==> src/rtl/adc_sample_timing_gen_if.sv <==
// adc_sample_timing_gen_if
//   Control/status bus of the ADC conversion sequencer.
//   master : the controller side (drives enable and cfg_*, observes timing outputs)
//   slave  : the sequencer side
// Signals
//   enable             run request
//   cfg_period/_sync_pos/_conv_pos/_conv_len, cfg_load   programming port
//   cfg_err            sticky reject flag of the last cfg_load
//   running, cnt_o     sequencer state and phase counter
//   adc_word_sync, new_sample, adc_start_conv_en, clk_tte_o   per-period timing
//   sample_cnt         count of new_sample pulses
`timescale 1ns/1ps
interface adc_sample_timing_gen_if #(
  parameter int CNT_W  = 8,
  parameter int SCNT_W = 32
);
  logic              enable;
  logic [CNT_W-1:0]  cfg_period;
  logic [CNT_W-1:0]  cfg_sync_pos;
  logic [CNT_W-1:0]  cfg_conv_pos;
  logic [CNT_W-1:0]  cfg_conv_len;
  logic              cfg_load;
  logic              cfg_err;
  logic              running;
  logic [CNT_W-1:0]  cnt_o;
  logic              adc_word_sync;
  logic              new_sample;
  logic              adc_start_conv_en;
  logic              clk_tte_o;
  logic [SCNT_W-1:0] sample_cnt;

  modport master (
    output enable, cfg_period, cfg_sync_pos, cfg_conv_pos, cfg_conv_len, cfg_load,
    input  cfg_err, running, cnt_o, adc_word_sync, new_sample, adc_start_conv_en,
           clk_tte_o, sample_cnt
  );

  modport slave (
    input  enable, cfg_period, cfg_sync_pos, cfg_conv_pos, cfg_conv_len, cfg_load,
    output cfg_err, running, cnt_o, adc_word_sync, new_sample, adc_start_conv_en,
           clk_tte_o, sample_cnt
  );
endinterface

==> src/rtl/adc_sample_timing_gen.sv <==
// adc_sample_timing_gen
//   Run-time programmable ADC conversion sequencer on data_clk. Each period of P
//   cycles produces a word-sync pulse, a new-sample pulse, a start-conv clock gate
//   window and a ~50% duty square wave, and counts samples. New settings are
//   staged in a pending copy and switched in only at a period wrap (or while idle),
//   so a running period is never distorted.
// Ports
//   data_clk  sole clock
//   reset     asynchronous, active-high; clears all state, cfg back to DEF_*
//   sync_in   external phase-align strobe (only when ADC_SYNC_IN_EN is defined)
//   bus       adc_sample_timing_gen_if.slave: enable, cfg_*, status and timing outputs
// Build option
//   ADC_SYNC_IN_EN : adds sync_in; a rising edge while running forces a wrap.
`timescale 1ns/1ps
module adc_sample_timing_gen #(
  parameter int CNT_W      = 8,
  parameter int SCNT_W     = 32,
  parameter int DEF_PERIOD = 20,
  parameter int DEF_SYNC   = 15,
  parameter int DEF_CONV   = 17,
  parameter int DEF_CLEN   = 2
) (
  input  logic data_clk,
  input  logic reset,
`ifdef ADC_SYNC_IN_EN
  input  logic sync_in,
`endif
  adc_sample_timing_gen_if.slave bus
);

  typedef struct packed {
    logic [CNT_W-1:0] period;
    logic [CNT_W-1:0] sync_pos;
    logic [CNT_W-1:0] conv_pos;
    logic [CNT_W-1:0] conv_len;
  } cfg_t;

  localparam cfg_t DEF_CFG = '{
    period:   CNT_W'(DEF_PERIOD),
    sync_pos: CNT_W'(DEF_SYNC),
    conv_pos: CNT_W'(DEF_CONV),
    conv_len: CNT_W'(DEF_CLEN)
  };

  typedef enum logic {ST_IDLE, ST_RUN} state_t;

  state_t            state, state_nxt;
  logic [CNT_W-1:0]  cnt, cnt_nxt;
  cfg_t              act, act_nxt;
  cfg_t              pend, pend_nxt;
  cfg_t              cfg_in;
  logic              cfg_err, err_nxt;
  logic              cfg_ok;
  logic              sync_edge;
  logic              clr_scnt;
  logic              run;

  logic              ws_q, ns_q, conv_q, tte_q;
  logic              ws_nxt, ns_nxt, conv_nxt, tte_nxt;
  logic [SCNT_W-1:0] scnt, scnt_nxt;

  logic [CNT_W:0]    in_conv_end;
  logic [CNT_W:0]    act_conv_end;

  // ---------------------------------------------------------------------------
  // Optional external phase align: 2-flop synchroniser plus a third flop for
  // rising-edge detection. Edge is seen two edges after sync_in rises and the
  // forced wrap lands on the third.
  // ---------------------------------------------------------------------------
`ifdef ADC_SYNC_IN_EN
  logic [2:0] sync_sr;

  always_ff @(posedge data_clk or posedge reset) begin
    if (reset) sync_sr <= '0;
    else       sync_sr <= {sync_sr[1:0], sync_in};
  end

  assign sync_edge = sync_sr[1] & ~sync_sr[2];
`else
  assign sync_edge = 1'b0;
`endif

  // ---------------------------------------------------------------------------
  // Config validation. Sums are widened by one bit so C+L cannot wrap and slip
  // past the check.
  // ---------------------------------------------------------------------------
  assign cfg_in = '{
    period:   bus.cfg_period,
    sync_pos: bus.cfg_sync_pos,
    conv_pos: bus.cfg_conv_pos,
    conv_len: bus.cfg_conv_len
  };

  assign in_conv_end  = {1'b0, cfg_in.conv_pos} + {1'b0, cfg_in.conv_len};
  assign act_conv_end = {1'b0, act.conv_pos} + {1'b0, act.conv_len};

  assign cfg_ok = (cfg_in.period >= CNT_W'(4))
               && (({1'b0, cfg_in.sync_pos} + (CNT_W+1)'(2)) <= {1'b0, cfg_in.period})
               && (cfg_in.conv_len != '0)
               && (in_conv_end <= {1'b0, cfg_in.period});

  assign run = (state == ST_RUN);

  // ---------------------------------------------------------------------------
  // Next-state / datapath
  // ---------------------------------------------------------------------------
  always_comb begin
    state_nxt = state;
    cnt_nxt   = cnt;
    pend_nxt  = pend;
    act_nxt   = act;
    err_nxt   = cfg_err;
    clr_scnt  = 1'b0;

    if (bus.cfg_load) begin
      if (cfg_ok) begin
        pend_nxt = cfg_in;
        err_nxt  = 1'b0;
      end else begin
        err_nxt  = 1'b1;
      end
    end

    case (state)
      ST_IDLE: begin
        // Idle: config follows pending every edge so the first period after
        // enable already uses the latest load.
        cnt_nxt = '0;
        act_nxt = pend_nxt;
        if (bus.enable) begin
          state_nxt = ST_RUN;
          clr_scnt  = 1'b1;
        end
      end
      ST_RUN: begin
        // Natural or forced wrap: pending (including a load in this very
        // cycle) becomes active, and a dropped enable is honoured only here so
        // the last period always completes.
        if ((cnt == act.period - CNT_W'(1)) || sync_edge) begin
          cnt_nxt = '0;
          act_nxt = pend_nxt;
          if (!bus.enable) state_nxt = ST_IDLE;
        end else begin
          cnt_nxt = cnt + CNT_W'(1);
        end
      end
      default: begin
        state_nxt = ST_IDLE;
        cnt_nxt   = '0;
      end
    endcase

    // Timing outputs are a registered function of the current count, so they
    // trail cnt by one cycle and are free of decode glitches.
    ws_nxt   = run && (cnt == act.sync_pos);
    ns_nxt   = run && (cnt == act.sync_pos + CNT_W'(1));
    conv_nxt = run && (cnt >= act.conv_pos) && ({1'b0, cnt} < act_conv_end);
    tte_nxt  = run && (cnt >= (act.period >> 1) - CNT_W'(1))
                   && (cnt <= act.period - CNT_W'(2));

    scnt_nxt = scnt;
    if (clr_scnt)    scnt_nxt = '0;
    else if (ns_nxt) scnt_nxt = scnt + SCNT_W'(1);
  end

  // ---------------------------------------------------------------------------
  // State registers
  // ---------------------------------------------------------------------------
  always_ff @(posedge data_clk or posedge reset) begin
    if (reset) begin
      state   <= ST_IDLE;
      cnt     <= '0;
      act     <= DEF_CFG;
      pend    <= DEF_CFG;
      cfg_err <= 1'b0;
      ws_q    <= 1'b0;
      ns_q    <= 1'b0;
      conv_q  <= 1'b0;
      tte_q   <= 1'b0;
      scnt    <= '0;
    end else begin
      state   <= state_nxt;
      cnt     <= cnt_nxt;
      act     <= act_nxt;
      pend    <= pend_nxt;
      cfg_err <= err_nxt;
      ws_q    <= ws_nxt;
      ns_q    <= ns_nxt;
      conv_q  <= conv_nxt;
      tte_q   <= tte_nxt;
      scnt    <= scnt_nxt;
    end
  end

  assign bus.cfg_err           = cfg_err;
  assign bus.running           = run;
  assign bus.cnt_o             = cnt;
  assign bus.adc_word_sync     = ws_q;
  assign bus.new_sample        = ns_q;
  assign bus.adc_start_conv_en = conv_q;
  assign bus.clk_tte_o         = tte_q;
  assign bus.sample_cnt        = scnt;

endmodule

==> src/flat_wrapper.sv <==
// flat-port wrapper written by rule: the top's interface ports become plain ports
module adc_sample_timing_gen_flat 
#(
  parameter int CNT_W      = 8,
  parameter int SCNT_W     = 32,
  parameter int DEF_PERIOD = 20,
  parameter int DEF_SYNC   = 15,
  parameter int DEF_CONV   = 17,
  parameter int DEF_CLEN   = 2
)
  (data_clk, reset, bus_enable, bus_cfg_period, bus_cfg_sync_pos, bus_cfg_conv_pos, bus_cfg_conv_len, bus_cfg_load, bus_cfg_err, bus_running, bus_cnt_o, bus_adc_word_sync, bus_new_sample, bus_adc_start_conv_en, bus_clk_tte_o, bus_sample_cnt);
  adc_sample_timing_gen_if #(.CNT_W(CNT_W), .SCNT_W(SCNT_W)) bus_i ();
  input  logic data_clk;
  input  logic reset;
  input wire logic [$bits(bus_i.enable)-1:0] bus_enable;
  input wire logic [$bits(bus_i.cfg_period)-1:0] bus_cfg_period;
  input wire logic [$bits(bus_i.cfg_sync_pos)-1:0] bus_cfg_sync_pos;
  input wire logic [$bits(bus_i.cfg_conv_pos)-1:0] bus_cfg_conv_pos;
  input wire logic [$bits(bus_i.cfg_conv_len)-1:0] bus_cfg_conv_len;
  input wire logic [$bits(bus_i.cfg_load)-1:0] bus_cfg_load;
  output wire logic [$bits(bus_i.cfg_err)-1:0] bus_cfg_err;
  output wire logic [$bits(bus_i.running)-1:0] bus_running;
  output wire logic [$bits(bus_i.cnt_o)-1:0] bus_cnt_o;
  output wire logic [$bits(bus_i.adc_word_sync)-1:0] bus_adc_word_sync;
  output wire logic [$bits(bus_i.new_sample)-1:0] bus_new_sample;
  output wire logic [$bits(bus_i.adc_start_conv_en)-1:0] bus_adc_start_conv_en;
  output wire logic [$bits(bus_i.clk_tte_o)-1:0] bus_clk_tte_o;
  output wire logic [$bits(bus_i.sample_cnt)-1:0] bus_sample_cnt;
  assign bus_i.enable = bus_enable;
  assign bus_i.cfg_period = bus_cfg_period;
  assign bus_i.cfg_sync_pos = bus_cfg_sync_pos;
  assign bus_i.cfg_conv_pos = bus_cfg_conv_pos;
  assign bus_i.cfg_conv_len = bus_cfg_conv_len;
  assign bus_i.cfg_load = bus_cfg_load;
  assign bus_cfg_err = bus_i.cfg_err;
  assign bus_running = bus_i.running;
  assign bus_cnt_o = bus_i.cnt_o;
  assign bus_adc_word_sync = bus_i.adc_word_sync;
  assign bus_new_sample = bus_i.new_sample;
  assign bus_adc_start_conv_en = bus_i.adc_start_conv_en;
  assign bus_clk_tte_o = bus_i.clk_tte_o;
  assign bus_sample_cnt = bus_i.sample_cnt;
  adc_sample_timing_gen #(.CNT_W(CNT_W), .SCNT_W(SCNT_W), .DEF_PERIOD(DEF_PERIOD), .DEF_SYNC(DEF_SYNC), .DEF_CONV(DEF_CONV), .DEF_CLEN(DEF_CLEN)) u_core (.data_clk(data_clk), .reset(reset), .bus(bus_i));
endmodule
==> config.mk <==
export PLATFORM = sky130hd
export DESIGN_NAME = adc_sample_timing_gen_flat
export DESIGN_NICKNAME = d
export VERILOG_FILES = /design/src/rtl/adc_sample_timing_gen_if.sv /design/src/rtl/adc_sample_timing_gen.sv /design/src/flat_wrapper.sv
export SDC_FILE = /design/constraint.sdc
export NUM_CORES = 1
export LEC_CHECK = 0
export CAP_MARGIN = 40
export CORE_MARGIN = 10
export CORE_UTILIZATION = 40
export CTS_BUF_LIST = sky130_fd_sc_hd__clkbuf_4
export CTS_CLUSTER_DIAMETER = 80
export DETAILED_ROUTE_END_ITERATION = 8
export DONT_BUFFER_PORTS = 1
export SYNTH_ARGS = -nofsm -noshare
export SYNTH_HDL_FRONTEND = slang
export SYNTH_SLANG_ARGS = --single-unit
==> constraint.sdc <==
create_clock -name data_clk -period 4.55 [get_ports data_clk]
set_clock_uncertainty 0.1 [all_clocks]
set_input_delay 0.455 -clock data_clk [delete_from_list [all_inputs] [get_ports data_clk]]
set_output_delay 0.455 -clock data_clk [all_outputs]
set_load 0.02 [all_outputs]
==> load_flow_metrics.sql <==
INSERT INTO impl_metrics (metric_group, metric, value, unit) VALUES
('clock_network', 'ctsHtreeMaxLevel', '3', ''),
('synthesis', 'synth_enable_flop_cells', '0', ''),
('critical_path', 'rrSetupSlack', '1.19', 'ns'),
('timing', 'clock.fmax', '0.2867', 'GHz'),
('clock_network', 'cts_root_buf', 'sky130_fd_sc_hd__clkbuf_4', ''),
('floorplan', 'die-width', '153.2', 'um'),
('grt', 'grt_pass1_wl', '27.92', 'mm'),
('timing', 'max-slew-margin-rel', '0.4344', ''),
('power_and_ir_drop', 'vdd.ir_drop.worst', '217.2', 'uV'),
('timing', 'finalHoldViolCount', '0', ''),
('routing', 'iter_0_drt_violations', '229', ''),
('routing', 'dr.pass1.iters', '4', ''),
('critical_path', 'reg2regPathDepth', '9', ''),
('placement', 'io_buffer_count', '0', ''),
('synthesis', 'synth_area_per_cell', '10.62', 'sq um'),
('critical_path', 'worstSetupEndpointType', 'register', ''),
('grt', 'maximum_number_of_pins_on_one_net_before_global_route_repair', '67', ''),
('critical_path', 'critical-path-top-cell-by-count', 'sky130_fd_sc_hd__a21oi_1', ''),
('floorplan', 'die_area', '23470', 'sq um'),
('timing', 'final.period_utilization', '0.7666', ''),
('timing', 'setup_viol_count_final', '0', ''),
('placement', 'gp_routability_congestion', '0.8482', ''),
('clock_network', 'postCtsResizedCells', '0', ''),
('routing', 'drt_drc_violations_left', '0', ''),
('synthesis', 'synthFlopType', 'sky130_fd_sc_hd__dfrtp_1', ''),
('timing', 'slew_violations', '0', ''),
('clock_network', 'cts_max_path_buffers', '2', ''),
('placement', 'detailed_place_hpwl', '12.66', 'mm'),
('power_and_ir_drop', 'power.leakage', '0.003596', 'uW'),
('routing', 'via_density', '5.507', ''),
('timing', 'final_critical_path_setup_slack', '1.062', 'ns'),
('placement', 'pre_cts_ws', '0.5257', 'ns'),
('synthesis', 'syn-cell-area', '7097', 'sq um'),
('critical_path', 'reg2reg_from', 'u_core.act[25]', ''),
('clock_network', 'clock_sink_count', '110', ''),
('clock_network', 'cts.clk_slew.worst_paths', '0.20', 'ns'),
('power_and_ir_drop', 'p_per_area', '291.5', 'nW/um^2'),
('job', 'max_cap_violations', '0', ''),
('synthesis', 'yosys_register_bits', '110', ''),
('synthesis', 'netlist_instances', '668', ''),
('worst_hold_path', 'min_path_type', 'input pin to asynchronous set/reset pin', ''),
('grt', 'grt_overflow', '0', ''),
('floorplan', 'start_util', '0.4089', ''),
('synthesis', 'ys_seq_area_frac', '0.3910', ''),
('synthesis', 'yosys.cell_types.count', '59', ''),
('clock_network', 'cts_made_buffers', '9', ''),
('synthesis', 'synthArstFlopShare', '1.000', ''),
('critical_path', 'timing.critical_path.buf_inv', '2', ''),
('critical_path', 'start_kind', 'input pin', ''),
('clock_network', 'insertion_delay', '0.50', 'ns'),
('critical_path', 'crit_type', 'input pin to register', ''),
('critical_path', 'worstPathCellList', 'ha_1 > inv_1 > fa_1 > nor2b_1 > o21a_1 > o21ai_0 > a21oi_1 > xor2_1 > ha_1 > nand4_1 > a21oi_1 > nor3_1 > a21oi_1 > a311oi_4 > buf_12 > mux2_2 > mux2_2', ''),
('layout', 'finish.net_count', '808', ''),
('synthesis', 'synth_nets', '776', ''),
('critical_path', 'worst_ep_arrival_time', '3.80', 'ns'),
('critical_path', 'crit_fanout', '33', ''),
('floorplan', 'coreArea', '17360', 'sq um'),
('timing', 'final_total_negative_setup_slack', '0', 'ns'),
('floorplan', 'design.portCount', '82', ''),
('routing', 'final_antenna_net_count', '0', ''),
('layout', 'post_route_cells_drive_above_1_share', '0.1674', ''),
('grt', 'grt_usage', '0.1427', ''),
('clock_network', 'cts_tree', 'done', ''),
('critical_path', 'critical_path.reg2reg.endpoint', 'u_core.act[9]', ''),
('run_status', 'result_of_the_run', 'completed', ''),
('critical_path', 'cp_top_family', 'compound AO/OA/AOI/OAI gates', ''),
('layout', 'syn_to_final_growth', '10.86', '%'),
('synthesis', 'ys.warnings.count', '0', ''),
('critical_path', 'cpPeakStageDelay', '0.39', 'ns'),
('critical_path', 'cpMaxStageDelayCell', 'sky130_fd_sc_hd__fa_1', ''),
('grt', 'grt_antenna_before_repair', '1', ''),
('timing', 'min_period', '3.488', 'ns'),
('routing', 'via_count', '5127', ''),
('floorplan', 'row_count', '48', ''),
('routing', 'post_drt_wl_per_cell', '18.24', 'um'),
('clock_network', 'cts_setup_buffers', '0', ''),
('grt', 'number_of_global_route_vias_before_repair', '5373', ''),
('routing', 'wirelength', '16.98', 'mm'),
('timing', 'grt_setup_unrepaired', 'false', ''),
('floorplan', 'die_y', '153.2', 'um'),
('timing', 'worst-slew-pin-transition', '0.8483', 'ns'),
('critical_path', 'worst_ep_required_time', '4.86', 'ns');
## cell usage after synthesis (all sizes together), types with 3 or more instances
library cell	count	area, sq um
a21o	7	52.55
dfrtp	92	2302
and3	9	56.30
mux2i	4	40.04
buf	15	113.9
o211ai	3	22.52
nor2b	6	37.54
o21a	9	67.56
mux2	64	829.6
o31ai	4	43.79
nor3	18	90.09
nand3	40	200.2
xor2	37	324.1
nand4	20	125.1
a21oi	24	120.1
nor4	11	75.07
a21boi	3	26.27
nand2	30	112.6
a211oi	3	32.53
clkbuf	7	27.52
o21ai	22	110.1
and2	6	37.54
ha	70	875.8
dfstp	18	473.0
o21bai	3	22.52
nand2b	5	31.28
xnor2	28	245.2
nor2	44	165.2
inv	39	146.4
## per-stage QoR
step           instances  utilization  hold slack (ns)  area (sq um)  total power [uW]
2_1_floorplan        668            -           0.3652          7097              1623
3_3_place_gp         877       0.4211           0.3798          7310              1690
3_5_place_dp         879       0.4232           0.1717          7345              1718
4_1_cts              930       0.4531           0.1994          7865              2314
5_1_grt              931       0.4533           0.2159          7868              2413
6_report             931       0.4533           0.2191          7868              2293
## cell usage in the layout (no fill, tap or decap), types with 3 or more instances in the layout
cell                            Yosys  routed
sky130_fd_sc_hd__a21o_1             7       7
sky130_fd_sc_hd__dfrtp_1           92      92
sky130_fd_sc_hd__nor2b_1            6       6
sky130_fd_sc_hd__o211ai_1           3       3
sky130_fd_sc_hd__xnor2_1           28      28
sky130_fd_sc_hd__a21oi_1           24      24
sky130_fd_sc_hd__nand2b_1           5       5
sky130_fd_sc_hd__inv_1             39      38
sky130_fd_sc_hd__clkbuf_4           0       9
sky130_fd_sc_hd__xor2_1            37      37
sky130_fd_sc_hd__nand3_1           40      40
sky130_fd_sc_hd__nor4_1            10      10
sky130_fd_sc_hd__dlygate4sd3_1      0      35
sky130_fd_sc_hd__mux2_4            29      29
sky130_fd_sc_hd__o21bai_1           3       3
sky130_fd_sc_hd__nand2_1           30      30
sky130_fd_sc_hd__o21ai_0           22      22
sky130_fd_sc_hd__and3_1             9       9
sky130_fd_sc_hd__ha_1              70      70
sky130_fd_sc_hd__mux2i_1            4       4
sky130_fd_sc_hd__o21a_1             9       9
sky130_fd_sc_hd__nor2_1            44      44
sky130_fd_sc_hd__mux2_2            34      34
sky130_fd_sc_hd__o31ai_1            3       3
sky130_fd_sc_hd__nor3_1            18      18
sky130_fd_sc_hd__nand4_1           20      20
sky130_fd_sc_hd__buf_4              3       5
sky130_fd_sc_hd__and2_1             6       6
sky130_fd_sc_hd__dfstp_2           18      18
## what timing repair did
action                                 CTS  global route
hold buffers                            35             0
endpoints found under the hold margin   92             0
setup endpoints to repair                0             0
## routing by layer
metal | share of wire | vias up | global-route usage
li1 | - | 2448 | -
met1 | 0.43 | 2540 | 0.1690
met2 | 0.49 | 112 | 0.2439
met3 | 0.054 | 27 | 0.03563
met4 | 0.020 | 0 | 0.05177
met5 | 0 | - | 0
## cell families (layout without fill, tap and decap cells)
logic type,count (synthesis),after routing,synth area share
compound gates,95,95,0.09662
mux,68,68,0.1225
fa+ha+maj,72,72,0.1291
buf+inv,61,98,0.04055
simple gates,197,197,0.1400
other cells,0,1,0
flops,110,110,0.3910
xor+xnor,65,65,0.08022
## flip-flops by register name, summed over array words and instances, names as in the netlist, 8 cells and up
register and flops:
u_core.bus.cnt_o 8, u_core.pend 32, u_core.act 32, u_core.bus.sample_cnt 32
## how the worst max path moves through the flow
stage | slack [ns] | end | cells after the start | from
floorplan | 0.78 | u_core.act[24] | 17 | bus_cfg_conv_len[0]
global placement | 0.60 | u_core.act[0] | 17 | bus_cfg_conv_len[0]
detailed placement | 0.53 | u_core.act[0] | 17 | bus_cfg_conv_len[0]
CTS | 1.09 | u_core.act[0] | 17 | bus_cfg_conv_len[0]
global route | 0.82 | u_core.act[24] | 17 | bus_cfg_conv_len[0]
finish | 1.06 | u_core.act[0] | 17 | bus_cfg_conv_len[0]
## report_power, final
group	internal, uW	switching [uW]
Sequential	1160	86.3
Clock	188	375
Combinational	285	197
## final cells by class
class                   instances  area (sq um)
multi-input cells             497          4034
repair buffers                 43         455.4
well taps                     225         281.5
clock inverters                 7         102.6
fillers                      1601          9489
diodes                          1         2.502
flip-flops and latches        110          2775
inverters                      39         148.9
clock buffers                   9         67.56
(Power assumes the default switching activity.)
